**src/rtl/filtro_entrada.sv**
```systemverilog
// Input conditioning: per-bit two-flop synchronizer followed by a stability
// counter, producing a registered debounced bus and a one-cycle change strobe.
module filtro_entrada #(
  parameter int LARGURA        = 2,
  parameter int ESTAVEL_CICLOS = 4
) (
  input  logic               clk,
  input  logic               rst,
  input  logic [LARGURA-1:0] bruto,
  output logic [LARGURA-1:0] entrada_limpa,
  output logic               mudou
);

  localparam int CW = (ESTAVEL_CICLOS > 1) ? $clog2(ESTAVEL_CICLOS) : 1;
  localparam logic [CW-1:0] LAST = CW'(ESTAVEL_CICLOS - 1);

  logic [LARGURA-1:0] r_s1;
  logic [LARGURA-1:0] r_s2;
  logic [LARGURA-1:0] r_limpa;
  logic               r_mudou;
  logic [CW-1:0]      r_cnt     [LARGURA];
  logic [CW-1:0]      w_cnt_nxt [LARGURA];
  logic [LARGURA-1:0] w_flip;

  // Agreement with the clean value wins over reaching the threshold, so a
  // bit returning on the final counting edge never flips.
  always_comb begin
    w_flip = '0;
    for (int i = 0; i < LARGURA; i++) begin
      w_cnt_nxt[i] = '0;
      if (r_s2[i] != r_limpa[i]) begin
        if (r_cnt[i] == LAST) begin
          w_flip[i] = 1'b1;
        end else begin
          w_cnt_nxt[i] = r_cnt[i] + 1'b1;
        end
      end
    end
  end

  always_ff @(posedge clk or negedge rst) begin
    if (!rst) begin
      r_s1    <= '0;
      r_s2    <= '0;
      r_limpa <= '0;
      r_mudou <= 1'b0;
      for (int i = 0; i < LARGURA; i++) begin
        r_cnt[i] <= '0;
      end
    end else begin
      r_s1    <= bruto;
      r_s2    <= r_s1;
      r_limpa <= r_limpa ^ w_flip;
      r_mudou <= |w_flip;
      for (int i = 0; i < LARGURA; i++) begin
        r_cnt[i] <= w_cnt_nxt[i];
      end
    end
  end

  assign entrada_limpa = r_limpa;
  assign mudou         = r_mudou;

endmodule

```
**config.mk**
```make
export PLATFORM = sky130hd
export DESIGN_NAME = filtro_entrada
export DESIGN_NICKNAME = d
export VERILOG_FILES = /design/src/rtl/filtro_entrada.sv
export SDC_FILE = /design/constraint.sdc
export NUM_CORES = 1
export LEC_CHECK = 0
export CORE_AREA = 2 2 39 41
export DETAILED_ROUTE_END_ITERATION = 8
export DIE_AREA = 0 0 41 43
export PLACE_DENSITY_LB_ADDON = 0.2
export SLEW_MARGIN = 25
export SYNTH_ARGS = -nofsm -noshare
export SYNTH_HDL_FRONTEND = slang
export SYNTH_SLANG_ARGS = --single-unit
```
**constraint.sdc**
```tcl
create_clock -name clk -period 1.6 [get_ports clk]
set_input_delay 0.16 -clock clk [delete_from_list [all_inputs] [get_ports clk]]
set_output_delay 0.16 -clock clk [all_outputs]
set_load 0.01 [all_outputs]
```
# == After elaboration in Yosys (flattened, before gate mapping) ==
# Cells that the tools add are included.
# word_totals
regBits,11
latchBits,0
ram_bits,0
rom_bits,0
input_bits,4
out_inout_bits,3
wordCells,22
memories,0
# classes
n_addsub,2
multipliers,0
n_div,0
order_cmp,0
n_eq_ne,4
n_shift,0
mux,8
n_bitwise,1
reduce_logical,1
# op_table
operator,n
$mux 2,4
$add 2x1->2 const B,2
$eq 2x2->1 const B,2
$mux 1,4
$ne 1x1->1,2
$reduce_or 2->1,1
$xor 2x2->2,1

# == Depth between registers and ports, before layout ==
# depth
depth_word,4
mapped_depth,2
depth_no_buf,2

# == Worst setup path before layout ==
# No wires, ideal clock.
# synth_timing
path_type,reg-to-reg
startpoint,register r_cnt[0] (netlist bit)
endpoint,register (tool-made name)
setup_time_ps,128
arrival_ps,900
t_required_ps,1472
setup_slack_ps,573
path_stages_with_launch,3
path_buffers,0
period_less_slack_ps,1027
path_cell_list,dfrtp_1 ha_1 mux2_1
# synth_rtl
element,line_no,text
"start, declared",21,logic [CW-1:0] r_cnt [LARGURA];
"start signal, assigned by index",56,r_cnt[i] <= w_cnt_nxt[i];

==> results.md <==
- Most frequent cells in the layout: dfrtp_1, clkdlybuf4s50_1, clkbuf_4
- Setup Fix Bufs, Post-CTS: 0
- WL/cell: 9.90 um
- Fmax: 747 MHz
- Io pins: 7
- Die height: 43 um
- Pleak: 0.000227 uW
- Num CTS Buffers: 3
- Vias per std cell: 4.00
- Worst-path cell chain: clkdlybuf4s50_1
- RSZ-0062 raised after global routing: false
- Vias in the first global route: 211
- Sw Ratio: 26.6%
- CP max stage delay: 0.55 ns
- Synth-to-Final Area Change: 27.5%
- Worst skew pair latency: 0.26 ns
- Post-CTS Resized: 0
- First-pass GRT wire length: 903 um
- Final nets: 39
- Non-Filler Instances: 48
- Initial DRC count: 1
- Logic gate share of total power: 28.2%
- Post-synthesis cell type count: 8
- Seq pwr share: 49.7%
- Reg2Reg Setup Slack: 0.52 ns
- Worst slew pin tran: 0.468 ns
- Launch point of the worst reg-to-reg path: r_cnt[0]
- Synthesized flop and latch total: 11
- Detailed-route via count: 192
- TNS Setup: 0 ns
- VDD IR max: 472 uV
- Critical path class: register to primary output
- Startpoint types: register
- DR WL met2: 242 um
- Clk pwr share: 22.2%
- Final core occ: 35.6%
- Wl on met1: 191 um
- Tcrit/Tclk final: 83.7%
- Final setup viols: 0
- Internal power: 597 uW
- Crit-path max FO: 3
- Total net switching power: 216 uW
- Routed length on met3: 30 um
- DP HPWL: 337 um
- Drt drc: 0
- Crit. End Element: primary output
- CTS root buffer: clkbuf_4
- Cell area after synthesis: 387 um2
- Max capacitance violation total: 0
- Starting Density: 27.9%
- Slew margin rel.: 68.7%
- Largest net degree at the start of global routing: 12
- Synth top area share: 71.2%
- Hold WS: 0.219 ns
- Overall routed net length: 475 um
- Clock skew: 0.00205 ns
- Post-synth top area cell: dfrtp_1
- DIE AREA: 0.00176 mm2
- Outcome: complete, no violations
- Antenna cells: 0
- Drt first pass iters: 2
- Uppermost layer routed: met4
- # port buffers: 6
- Worst-path clk slew: 0.07 ns
- Syn_area_per_cell: 17.6 um2
- R2r worst-path depth: 2
- CTS tree: done
- Initial antenna violation count: 0
- Final Critical Period: 1.34 ns
- Sink Count: 11
- Critical path required time: 1.44 ns
- PD cells: 1650 mW/mm2
- Fin. Hold Viols: 0
- Synthesized netlist cell count: 22
- Top post-synthesis cells by area: dfrtp_1, ha_1, nor3b_2
- GP Congestion: 0.633
- Worst Hold Class: input pin to async pin
- Grt total ovfl: 0
- WP buf/inv: 1
- Clk buf depth: 2
- Crit-path slowest cell: clkdlybuf4s50_1
- Core Area: 0.00138 mm2
- CP delay by family, top: buffers and inverters
- Net Count, Synth: 28
- Layout cells sized above 1: 18.8%
- Placed cells: 44
- GRT Total Usage: 8.99%
- CTS Hold Buffers Added: 0
- Post-route ant nets: 0
- CP Depth: 1
- Yosys warns: 0
- Placement Cell Area: 467 um2
- Row count: 14
- Seq/Total Area, Yosys: 71.2%
- Die Wd: 41 um
- Final Instance Area: 493 um2
- Slew Limit Fails: 0
- Htree depth: 1
- Critical path arrival: 1.18 ns
- Commonest non-fill, non-tap cell in the layout: dfrtp_1
[power by group through the flow]
stage / registers [uW] / logic [uW] / clock network (uW)
after floorplan: 418 / 123 / 0
after global placement: 404 / 231 / 0
after detailed placement: 409 / 235 / 0
after CTS: 405 / 235 / 194
after global routing: 413 / 265 / 218
final: 404 / 229 / 180
[Yosys cell counts]
library cell / count
mux2_1: 1
and2_1: 2
mux2_2: 1
ha_1: 2
dfrtp_1: 11
nor3b_2: 2
xor2_1: 2
a22o_1: 1
[logic make-up after synthesis]
family          synth area share, %
flops                          71.2
simple gates                   9.71
fa+ha+maj                      6.47
compound gates                 2.27
xor+xnor                       4.53
mux                            5.82
[layout make-up]
class	instances	area, um2
flip-flops and latches	11	275
clock buffers	4	26.3
multi-input cells	11	111
repair buffers	6	60.1
fillers	119	891
well taps	16	20.0
[worst max-delay path by stage]
stage,from,end
after floorplan,r_cnt[0],register
after global routing,register,entrada_limpa[0]
after detailed placement,r_cnt[0],register
after CTS,register,entrada_limpa[0]
final,register,entrada_limpa[1]
after global placement,r_cnt[0],register
[per-layer routing]
layer  vias up  GRT usage, %
met5         -             0
met4         0          12.0
met3         2          4.71
met2         5          9.69
met1        91          10.2
li1         94             -
[stage by stage]
step | total power (uW) | setup WS (ns)
floorplan | 541 | 0.573
global placement | 635 | 0.536
CTS | 834 | 0.236
global route | 896 | 0.201
detailed placement | 644 | 0.519
finish | 813 | 0.261
(Power assumes the default switching activity.)
